`src/rtl/bridge_n_pkg.sv`:
```
// bridge_n_pkg: shared state encoding, control offsets and default address windows
package bridge_n_pkg;
    typedef enum logic [1:0] {IDLE, ACCESS, RESP} state_e;
    localparam logic [1:0] OFF_IMASK = 2'b00;
    localparam logic [1:0] OFF_IPEND = 2'b01;
    localparam logic [27:0] DEF_DEV_BASE = 28'h00007F0;
    localparam logic [27:0] DEF_CTRL_BASE = 28'h00007FF;
endpackage

```
`src/rtl/bridge_irq.sv`:
```
// bridge_irq: interrupt edge detect, pending (W1C) and mask registers
module bridge_irq #(
    parameter int N_DEV = 2
) (
    input  logic             clk,
    input  logic             reset,
    input  logic [N_DEV-1:0] irq_i,
    input  logic             mask_wr_i,
    input  logic [N_DEV-1:0] mask_i,
    input  logic             clr_i,
    input  logic [N_DEV-1:0] clr_mask_i,
    output logic [N_DEV-1:0] mask_o,
    output logic [N_DEV-1:0] pend_o,
    output logic [5:0]       hwint_o
);
    logic [N_DEV-1:0] prev_q, mask_q, mask_d, pend_q, pend_d, rise;
    logic arm_q;
    // history is only trusted from the second cycle out of reset, so a line held high through reset is no edge
    assign rise = arm_q ? irq_i & ~prev_q : '0;
    assign mask_d = mask_wr_i ? mask_i : mask_q;
    assign pend_d = (pend_q & ~(clr_i ? clr_mask_i : '0)) | rise;
    always_ff @(posedge clk) begin
        if (reset) begin
            prev_q <= '0;
            arm_q  <= 1'b0;
            mask_q <= '0;
            pend_q <= '0;
        end else begin
            prev_q <= irq_i;
            arm_q  <= 1'b1;
            mask_q <= mask_d;
            pend_q <= pend_d;
        end
    end
    assign mask_o = mask_q;
    assign pend_o = pend_q;
    assign hwint_o = 6'(pend_q & mask_q);
endmodule

```
`src/rtl/bridge_n.sv`:
```
// bridge_n: CPU-to-N-device bus bridge with timeout and interrupt control window
module bridge_n import bridge_n_pkg::*; #(
    parameter int          N_DEV     = 2,
    parameter logic [27:0] DEV_BASE  = DEF_DEV_BASE,
    parameter logic [27:0] CTRL_BASE = DEF_CTRL_BASE,
    parameter int          TIMEOUT   = 16
) (
    input  logic                  clk,
    input  logic                  reset,
    input  logic                  PrReq,
    input  logic [31:0]           PrAddr,
    input  logic [31:0]           PrWD,
    input  logic                  PrWE,
    output logic [31:0]           PrRD,
    output logic                  PrReady,
    output logic                  PrErr,
    output logic [5:0]            HWInt,
    output logic [1:0]            DEV_Addr,
    output logic [31:0]           DEV_WD,
    output logic [N_DEV-1:0]      DEV_Sel,
    output logic [N_DEV-1:0]      DEV_WE,
    input  logic [32*N_DEV-1:0]   DEV_RD,
    input  logic [N_DEV-1:0]      DEV_Ready,
    input  logic [N_DEV-1:0]      DEV_Irq
);
    state_e state_q, state_d;
    logic [7:0] cnt_q, cnt_d;
    logic [1:0] addr_q, addr_d;
    logic [31:0] wd_q, wd_d, rd_q, rd_d, dev_rd, ctrl_rd;
    logic we_q, we_d, err_q, err_d;
    logic [N_DEV-1:0] sel_q, sel_d, imask, ipend;
    logic [27:0] dev_off;
    logic accept, dev_hit, ctrl_hit, dev_rdy, mask_wr, pend_clr, unused;
    assign unused = ^PrAddr[1:0];
    assign accept = state_q == IDLE && PrReq;
    assign dev_off = PrAddr[31:4] - DEV_BASE;
    assign dev_hit = dev_off < 28'(N_DEV);
    assign ctrl_hit = !dev_hit && PrAddr[31:4] == CTRL_BASE;
    assign mask_wr = accept && ctrl_hit && PrWE && PrAddr[3:2] == OFF_IMASK;
    assign pend_clr = accept && ctrl_hit && PrWE && PrAddr[3:2] == OFF_IPEND;
    assign ctrl_rd = PrAddr[3:2] == OFF_IMASK ? 32'(imask) :
                     PrAddr[3:2] == OFF_IPEND ? 32'(ipend) : '0;
    assign dev_rdy = |(DEV_Ready & sel_q);
    always_comb begin
        dev_rd = '0;
        for (int i = 0; i < N_DEV; i++) dev_rd |= sel_q[i] ? DEV_RD[32*i +: 32] : '0;
    end
    bridge_irq #(.N_DEV(N_DEV)) u_irq (
        .clk       (clk),
        .reset     (reset),
        .irq_i     (DEV_Irq),
        .mask_wr_i (mask_wr),
        .mask_i    (PrWD[N_DEV-1:0]),
        .clr_i     (pend_clr),
        .clr_mask_i(PrWD[N_DEV-1:0]),
        .mask_o    (imask),
        .pend_o    (ipend),
        .hwint_o   (HWInt)
    );
    always_comb begin
        state_d = state_q;
        cnt_d   = cnt_q;
        addr_d  = addr_q;
        wd_d    = wd_q;
        we_d    = we_q;
        sel_d   = sel_q;
        rd_d    = '0;
        err_d   = 1'b0;
        if (accept) begin
            addr_d = PrAddr[3:2];
            wd_d   = PrWD;
            we_d   = PrWE;
            cnt_d  = '0;
            if (dev_hit) begin
                state_d = ACCESS;
                sel_d   = N_DEV'(1) << dev_off[2:0];
            end else begin
                state_d = RESP;
                err_d   = !ctrl_hit;
                rd_d    = ctrl_hit && !PrWE ? ctrl_rd : '0;
            end
        end else if (state_q == ACCESS) begin
            // ready wins over timeout when both land on the last allowed cycle
            if (dev_rdy || cnt_q == 8'(TIMEOUT - 1)) begin
                state_d = RESP;
                sel_d   = '0;
                err_d   = !dev_rdy;
                rd_d    = dev_rdy && !we_q ? dev_rd : '0;
            end else begin
                cnt_d = cnt_q + 8'd1;
            end
        end else if (state_q == RESP) begin
            state_d = IDLE;
        end
    end
    always_ff @(posedge clk) begin
        if (reset) begin
            state_q <= IDLE;
            cnt_q   <= '0;
            addr_q  <= '0;
            wd_q    <= '0;
            we_q    <= 1'b0;
            sel_q   <= '0;
            rd_q    <= '0;
            err_q   <= 1'b0;
        end else begin
            state_q <= state_d;
            cnt_q   <= cnt_d;
            addr_q  <= addr_d;
            wd_q    <= wd_d;
            we_q    <= we_d;
            sel_q   <= sel_d;
            rd_q    <= rd_d;
            err_q   <= err_d;
        end
    end
    assign PrRD     = rd_q;
    assign PrErr    = err_q;
    assign PrReady  = state_q == RESP;
    assign DEV_Addr = addr_q;
    assign DEV_WD   = wd_q;
    assign DEV_Sel  = sel_q;
    assign DEV_WE   = sel_q & {N_DEV{we_q}};
endmodule

```
`config.mk`:
```
export PLATFORM = sky130hd
export DESIGN_NAME = bridge_n
export DESIGN_NICKNAME = d
export VERILOG_FILES = /design/src/rtl/bridge_n_pkg.sv /design/src/rtl/bridge_irq.sv /design/src/rtl/bridge_n.sv
export SDC_FILE = /design/constraint.sdc
export NUM_CORES = 1
export LEC_CHECK = 0
export CAP_MARGIN = 20
export CORE_MARGIN = 3
export CORE_UTILIZATION = 35
export CTS_CLUSTER_SIZE = 16
export DETAILED_ROUTE_END_ITERATION = 6
export GPL_ROUTABILITY_DRIVEN = 0
export PLACE_DENSITY = 0.8
export SYNTH_ARGS = -nofsm -noshare
export SYNTH_HDL_FRONTEND = slang
export SYNTH_SLANG_ARGS = --single-unit
export TNS_END_PERCENT = 20
```
`constraint.sdc`:
```
create_clock -name clk -period 2.61 [get_ports clk]
set_clock_uncertainty 0.05 [all_clocks]
set_input_delay 0.6525 -clock clk [delete_from_list [all_inputs] [get_ports clk]]
set_output_delay 0.6525 -clock clk [all_outputs]
set_load 0.03 [all_outputs]
```
==> summary.txt, run 1 <==
status - completed
Adder-Cell Fraction of Synth Area - 0.00364
GRT overflow - 0
Area growth syn-to-layout - 71.3%
Non-Filler Instances - 750
Worst Setup Start Kind - primary input
syn_area_per_cell - 8.53 sq um
Cell variety after synth - 44
Initial Utilization - 0.365
hpwl dp - 8640 um
DR WL/cell - 14.8 um
postcts setup bufs - 0
Hold WC Path Type - reg2reg
most used flip-flop cell after synthesis - dfxtp_1
RSZ-0062 raised after global routing - false
hold_buf cts - 0
initial antenna violation count - 0
vias post-DR - 3632
die area - 11100 sq um
fmax - 404 MHz
share of layout cells above drive strength 1 - 0.0805
Flop pwr share - 0.503
top cells by area, synth - dfxtp_1, nand2_1, a22oi_1, a21oi_1, nor2_1
Synth warnings - 0
PD cells - 467 nW/um^2
Final nets - 753
commonest non-fill, non-tap cell in the layout - clkdlybuf4s50_1
die height - 105 um
vias in the first global route - 3615
GRT Util Overall - 0.194
first-pass GRT wire length - 17500 um
antenna viol nets, final - 0
critical setup path kind - in2reg
simple-gate portion of the synthesized area - 0.243
maxcap violations - 0
Peak VDD IR - 0.318 mV
met2 WL - 5700 um
WP data arrival - 2.65 ns
top routing layer in use - met4
main combinational cell family by area after synthesis - simple AND/OR/NAND/NOR gates
Leak - 2.08 nW
Post-Route WL - 11100 um
Worst Path Buf+Inv - 1
Die Width - 105 um
PostCTS Resize Cnt - 0
commonest non-fill, non-tap cells in the layout - clkdlybuf4s50_1, dfxtp_1, nand2_1, nor2_1, a21oi_1
DR iter-0 viols - 186
most area-hungry cell type in the Yosys netlist - dfxtp_1
Syn Inst Count - 403
CP max stage delay - 0.60 ns
clk_lat worst skew - 0.35 ns
Cell Area, Synth - 3440 sq um
Seq/Total Area, Yosys - 0.506
wire length on met3 - 749 um
Core Util, Final - 0.626
CTS tree - built
FP Rows - 35
fin crit share - 0.949
diode count - 0
post-synthesis compound-gate area fraction - 0.164
DP Cell Count - 734
Worst Setup End Kind - flop
post-synthesis mux area share - 0.0236
detailed-route DRC error count - 0
number of synthesized register bits - 87
clk root buf - clkbuf_8
Num CTS Buffers - 9
CP max-delay cell - or4_4
crit path max fanout - 5
area share of xor/xnor cells in the synthesized design - 0.0204
Ports - 214
Pre-antenna DRT Iters - 5
Final Hold Viols - 0
final setup vio count - 0
vias per inst - 4.84
critical path's top delay family - simple AND/OR/NAND/NOR gates
CTS H-tree depth - 3
Combinational Power Share - 0.174
Max clock buf depth - 2
CTS Sinks - 87
Net Switching - 0.000744 W
Internal - 0.00200 W
Reg clk slew, reported paths - 0.09 ns
PortBufs - 207
hold slack - 0.406 ns
Tmin final - 2.48 ns
Switching Fraction - 0.271
Core ar. - 9420 sq um
Worst Path Required - 2.79 ns
largest net degree at the start of global routing - 36
count of pins over their slew limit - 0
EDFF count, synth - 0
Clock power frac - 0.322
wire length on met1 - 4370 um
crit path cell chain - clkdlybuf4s50_1, nor4_2, nand4_1, or4_4, nor4_4, mux2i_1, nor2_1
share of the synthesized area in the top cell type - 0.506
Post-synth ARST share - 0
synthesized netlist by cell type, types with 3 or more instances:
cell / n
dfxtp_1: 87
nand2_1: 83
nor2_1: 49
a21oi_1: 40
a22oi_1: 32
clkbuf_1: 24
mux2i_1: 7
and2_1: 6
nand3_1: 5
xor2_1: 5
and3_1: 4
buf_4: 4
nand3b_1: 4
nor3_1: 4
o21ai_0: 4
nand4_1: 3
nor2b_1: 3
or3_1: 3
xnor2_1: 3
power groups by stage:
stage	clock [W]	sequential, W	combinational, W
after CTS	0.000914	0.00138	0.000482
after floorplan	0	0.00147	0.000110
after global routing	0.000964	0.00139	0.000510
after detailed placement	0	0.00141	0.000480
final	0.000886	0.00138	0.000479
after global placement	0	0.00141	0.000472
state kept, by name, summed over array words and instances, names as in the netlist:
name / count
u_irq.pend_o: 2
PrErr: 1
u_irq.arm_q: 1
PrRD: 32
state_q: 2
DEV_Sel: 2
DEV_Addr: 2
u_irq.mask_o: 2
we_q: 1
cnt_q: 8
DEV_WD: 32
u_irq.prev_q: 2
per-stage QoR:
step | cell area (sq um) | power (W) | setup TNS (ns) | worst slack, ns
2_1_floorplan | 3450 | 0.00158 | 0 | 0.302
3_3_place_gp | 5710 | 0.00188 | -0.685 | -0.209
3_5_place_dp | 5710 | 0.00189 | -1.09 | -0.237
4_1_cts | 5890 | 0.00278 | 0 | 0.139
5_1_grt | 5890 | 0.00286 | 0 | 0.0445
6_report | 5890 | 0.00275 | 0 | 0.132
routing by layer:
layer | vias up | track usage
met5 | - | 0
met1 | 1651 | 0.216
li1 | 1805 | -
met2 | 157 | 0.353
met4 | 0 | 0.0609
met3 | 19 | 0.0568
layout make-up:
| class | count | area [sq um] |
|---|---|---|
| fillers | 786 | 3520 |
| repair buffers | 228 | 2220 |
| flip-flops and latches | 87 | 1740 |
| multi-input cells | 288 | 1580 |
| well taps | 129 | 161 |
| clock buffers | 9 | 124 |
| clock inverters | 7 | 62.6 |
| inverters | 2 | 7.51 |
worst paths after layout:
kind	end	cells past startpoint	slack [ns]	startpoint
worst max-delay path	u_irq.mask_o[1]	7	0.13	PrAddr[27]
worst min-delay path	DEV_WD[30]	2	0.41	DEV_WD[30]
worst max register to register	DEV_Sel[1]	6	0.90	cnt_q[7]
worst min register to register	DEV_WD[30]	2	0.41	DEV_WD[30]
tightest hold or removal path: cells and delay by family (launching register included):
family / cells / cell delay, ns
AOI/OAI and AO/OA: 1 / 0.05
DFF: 1 / 0.31
and+or+nand+nor: 1 / 0.05
cell families after synthesis:
| logic type | Yosys count |
|---|---|
| buf+inv | 31 |
| compound gates | 88 |
| other cells | 1 |
| fa+ha+maj | 1 |
| mux | 8 |
| flops | 87 |
| xor+xnor | 8 |
| simple gates | 179 |
No activity file was read; power rests on OpenSTA's default activity.
==> run 2: changes to the inputs <==
- CORE_MARGIN: 3 -> 2
- CTS_CLUSTER_SIZE: 16 -> not set
==> summary.txt, run 2 (synthesized netlist as in run 1, its figures left out) <==
largest net degree at the start of global routing - 36
die area - 10600 sq um
Leak - 2.12 nW
WP data arrival - 2.64 ns
Peak VDD IR - 0.229 mV
Die Width - 103 um
Initial Utilization - 0.357
commonest non-fill, non-tap cells in the layout - clkdlybuf4s50_1, dfxtp_1, nand2_1, nor2_1, a21oi_1
Area growth syn-to-layout - 73.1%
CTS Sinks - 87
crit path cell chain - clkdlybuf4s50_1, nor4_2, nand4_1, or4_4, nor4_4, mux2i_1, nor2_1
Non-Filler Instances - 757
Tmin final - 2.46 ns
fmax - 406 MHz
final setup vio count - 0
Num CTS Buffers - 9
diode count - 0
clk_lat worst skew - 0.34 ns
multi-input logic area - 1580 sq um
DR WL/cell - 14.0 um
DP Cell Count - 741
initial antenna violation count - 0
crit path max fanout - 5
vias per inst - 4.80
Max clock buf depth - 2
Final nets - 756
die height - 103 um
maxcap violations - 0
critical setup path kind - in2reg
hold slack - 0.406 ns
DR iter-0 viols - 121
Hold WC Path Type - reg2reg
Place WS - -0.239 ns
PD cells - 485 nW/um^2
Storage cell area - 1740 sq um
CP max-delay cell - or4_4
count of pins over their slew limit - 0
Reg clk slew, reported paths - 0.08 ns
Final Hold Viols - 0
Core ar. - 9640 sq um
Worst Path Required - 2.79 ns
vias post-DR - 3631
fill count - 871
CP max stage delay - 0.60 ns
hold_buf cts - 0
clk root buf - clkbuf_8
hpwl dp - 8280 um
commonest non-fill, non-tap cell in the layout - clkdlybuf4s50_1
Ports - 214
postcts setup bufs - 0
PortBufs - 207
final worst slack - 0.149 ns
FP Rows - 36
GRT overflow - 0
status - completed
Core Util, Final - 0.618
detailed-route DRC error count - 0
Worst Setup End Kind - flop
GRT Util Overall - 0.193
RSZ-0062 raised after global routing - false
first-pass GRT wire length - 16100 um
Worst Setup Start Kind - primary input
CTS tree - built
CTS H-tree depth - 3
Post-Route WL - 10600 um
vias in the first global route - 3535
fin crit share - 0.943
PostCTS Resize Cnt - 0
share of layout cells above drive strength 1 - 0.0849
antenna viol nets, final - 0
Pre-antenna DRT Iters - 4
-- run 2: cell count changes in the layout (fill, tap and decap cells not counted), sizes merged --
cell           before  now
buf                25   29
inv                 6    2
bufinv              0    2
clkbuf              9   11
clkinv              0    2
clkinvlp            3    1
clkdlybuf4s50     203  202
-- run 2: where the power goes --
part / leakage, nW / total (W) / switching (W) / internal [W]
Combinational: 1.30 / 0.000479 / 0.000201 / 0.000277
Sequential: 0.708 / 0.00138 / 0.0000196 / 0.00136
Clock: 0.110 / 0.00103 / 0.000463 / 0.000566
Total: 2.12 / 0.00289 / 0.000683 / 0.00221
-- run 2: worst max-delay path: cells and delay by family --
kind,cells,cell delay [ns]
AND/OR/NAND/NOR,5,1.35
buffers and inverters,1,0.41
multiplexers,1,0.22
-- run 2: stage by stage --
| step | TNS, ns | area [sq um] | total power [W] |
|---|---|---|---|
| detailed placement | -1.09 | 5730 | 0.00190 |
| global placement | -0.683 | 5730 | 0.00188 |
| global route | 0 | 5950 | 0.00301 |
| finish | 0 | 5950 | 0.00289 |
| CTS | 0 | 5950 | 0.00293 |
| floorplan | 0 | 3450 | 0.00158 |
-- run 2: metal layers --
| metal | track usage | part of all wire | up-vias | routed length (um) |
|---|---|---|---|---|
| li1 | - | - | 1811 | - |
| met1 | 0.212 | 0.40 | 1661 | 4240 |
| met2 | 0.360 | 0.50 | 140 | 5360 |
| met3 | 0.0441 | 0.077 | 19 | 820 |
| met4 | 0.0739 | 0.019 | 0 | 201 |
| met5 | 0 | 0 | - | 0 |
-- run 2: final cells by class --
class / count / share of cell area
clock buffers: 11 / 0.0237
clock inverters: 5 / 0.0137
inverters: 2 / 0.00126
multi-input cells: 288 / 0.265
flip-flops and latches: 87 / 0.293
well taps: 133 / 0.0280
repair buffers: 231 / 0.376
-- run 2: worst paths after layout --
path               from  cells past startpoint  slack [ns]              end
max reg2reg    cnt_q[4]                      6        0.86         cnt_q[5]
min reg2reg  DEV_WD[28]                      2        0.41       DEV_WD[28]
min          DEV_WD[28]                      2        0.41       DEV_WD[28]
max          PrAddr[28]                      7        0.15  u_irq.mask_o[1]
==> run 3: changes to the inputs <==
- CORE_MARGIN: 2 -> not set
- CTS_CLUSTER_DIAMETER: not set -> 80
==> summary.txt, run 3 (synthesized netlist as in run 1, its figures left out) <==
WP data arrival - 2.63 ns
PortBufs - 207
CP Launch Point - PrAddr[28]
hpwl dp - 8260 um
RSZ-0062 raised after global routing - false
Worst Setup Start Kind - primary input
Place WS - -0.274 ns
RR Startpoint - cnt_q[4]
Fin Setup TNS - 0 ns
wire length on met1 - 4320 um
top routing layer in use - met4
status - completed
Worst Path Required - 2.79 ns
Area growth syn-to-layout - 72.1%
initial antenna violation count - 0
Core Util, Final - 0.632
Worst Hold Launch - DEV_WD[21]
hold_buf cts - 0
PD cells - 470 nW/um^2
CTS tree - built
CTS Sinks - 87
met2 WL - 5480 um
Hold WC Path Type - reg2reg
setup slack, reg-to-reg - 0.83 ns
clk_lat worst skew - 0.35 ns
Final nets - 757
vias post-DR - 3663
antenna viol nets, final - 0
Pre-antenna DRT Iters - 4
Leak - 2.10 nW
Num CTS Buffers - 9
diode count - 0
wire length on met3 - 709 um
Final Hold Viols - 0
fmax - 407 MHz
vias in the first global route - 3623
GRT Util Overall - 0.205
DR iter-0 viols - 86
commonest non-fill, non-tap cell in the layout - clkdlybuf4s50_1
die height - 101 um
final setup vio count - 0
detailed-route DRC error count - 0
crit path max fanout - 4
Post-Route WL - 10700 um
fin crit share - 0.941
first-pass GRT wire length - 16500 um
Die Width - 101 um
FP Rows - 35
Max clock buf depth - 2
largest net degree at the start of global routing - 36
Core ar. - 9370 sq um
Worst Setup End Kind - flop
Initial Utilization - 0.367
critical setup path kind - in2reg
worst-margin pin slew - 0.488 ns
commonest non-fill, non-tap cells in the layout - clkdlybuf4s50_1, dfxtp_1, nand2_1, nor2_1, a21oi_1
CTS H-tree depth - 3
Tmin final - 2.46 ns
Relative slew margins - 0.671
vias per inst - 4.86
count of pins over their slew limit - 0
DR WL/cell - 14.2 um
share of layout cells above drive strength 1 - 0.0848
clk root buf - clkbuf_8
GRT overflow - 0
Reg clk slew, reported paths - 0.08 ns
Ports - 214
Peak VDD IR - 0.253 mV
die area - 10200 sq um
final worst slack - 0.155 ns
maxcap violations - 0
run 3: changes by cell type in the layout (fill, tap and decap cells not counted):
cell,before,now
clkinv_2,1,2
clkbuf_1,1,2
buf_4,28,29
clkinv_4,1,0
bufinv_16,2,1
inv_6,0,1
clkbuf_8,10,9
run 3: final cells by class:
class                   count  area [sq um]
clock buffers              11           131
clock inverters             5          56.3
fillers                   828          3450
inverters                   2          7.51
multi-input cells         288          1580
flip-flops and latches     87          1740
well taps                 129           161
repair buffers            232          2240
run 3: per-stage QoR:
step | total power [W] | hold WS (ns) | cells | instance area (sq um)
2_1_floorplan | 0.00158 | 0.401 | 406 | 3450
3_3_place_gp | 0.00189 | 0.391 | 738 | 5730
3_5_place_dp | 0.00190 | 0.399 | 738 | 5730
4_1_cts | 0.00281 | 0.409 | 754 | 5920
5_1_grt | 0.00290 | 0.429 | 754 | 5920
6_report | 0.00278 | 0.406 | 754 | 5920
run 3: final timing paths:
path,end,depth (start not counted)
setup / recovery,u_irq.mask_o[1],7
hold / removal,DEV_WD[21],2
setup reg to reg,cnt_q[5],6
hold reg to reg,DEV_WD[21],2
run 3: critical path, stage by stage:
cell	delay [ns]
clkdlybuf4s50_1	0.41
nor4_2	0.30
nand4_1	0.17
or4_4	0.59
nor4_4	0.22
mux2i_1	0.23
nor2_1	0.05
run 3: where the power goes:
group,internal [W],switching [W],total [W]
clock network,0.000444,0.000473,0.000917
logic,0.000278,0.000204,0.000481
registers,0.00136,0.0000191,0.00138
total,0.00209,0.000696,0.00278
run 3: per-layer routing:
layer | global-route usage | vias to the layer above
li1 | - | 1809
met5 | 0 | -
met3 | 0.0538 | 20
met4 | 0.0713 | 0
met1 | 0.222 | 1690
met2 | 0.383 | 144
run 3: repair_timing:
| item | in CTS | in global routing |
|---|---|---|
| setup endpoints to repair | 0 | 2 |
| setup buffers | 0 | 0 |
| gates resized for setup | 0 | 0 |
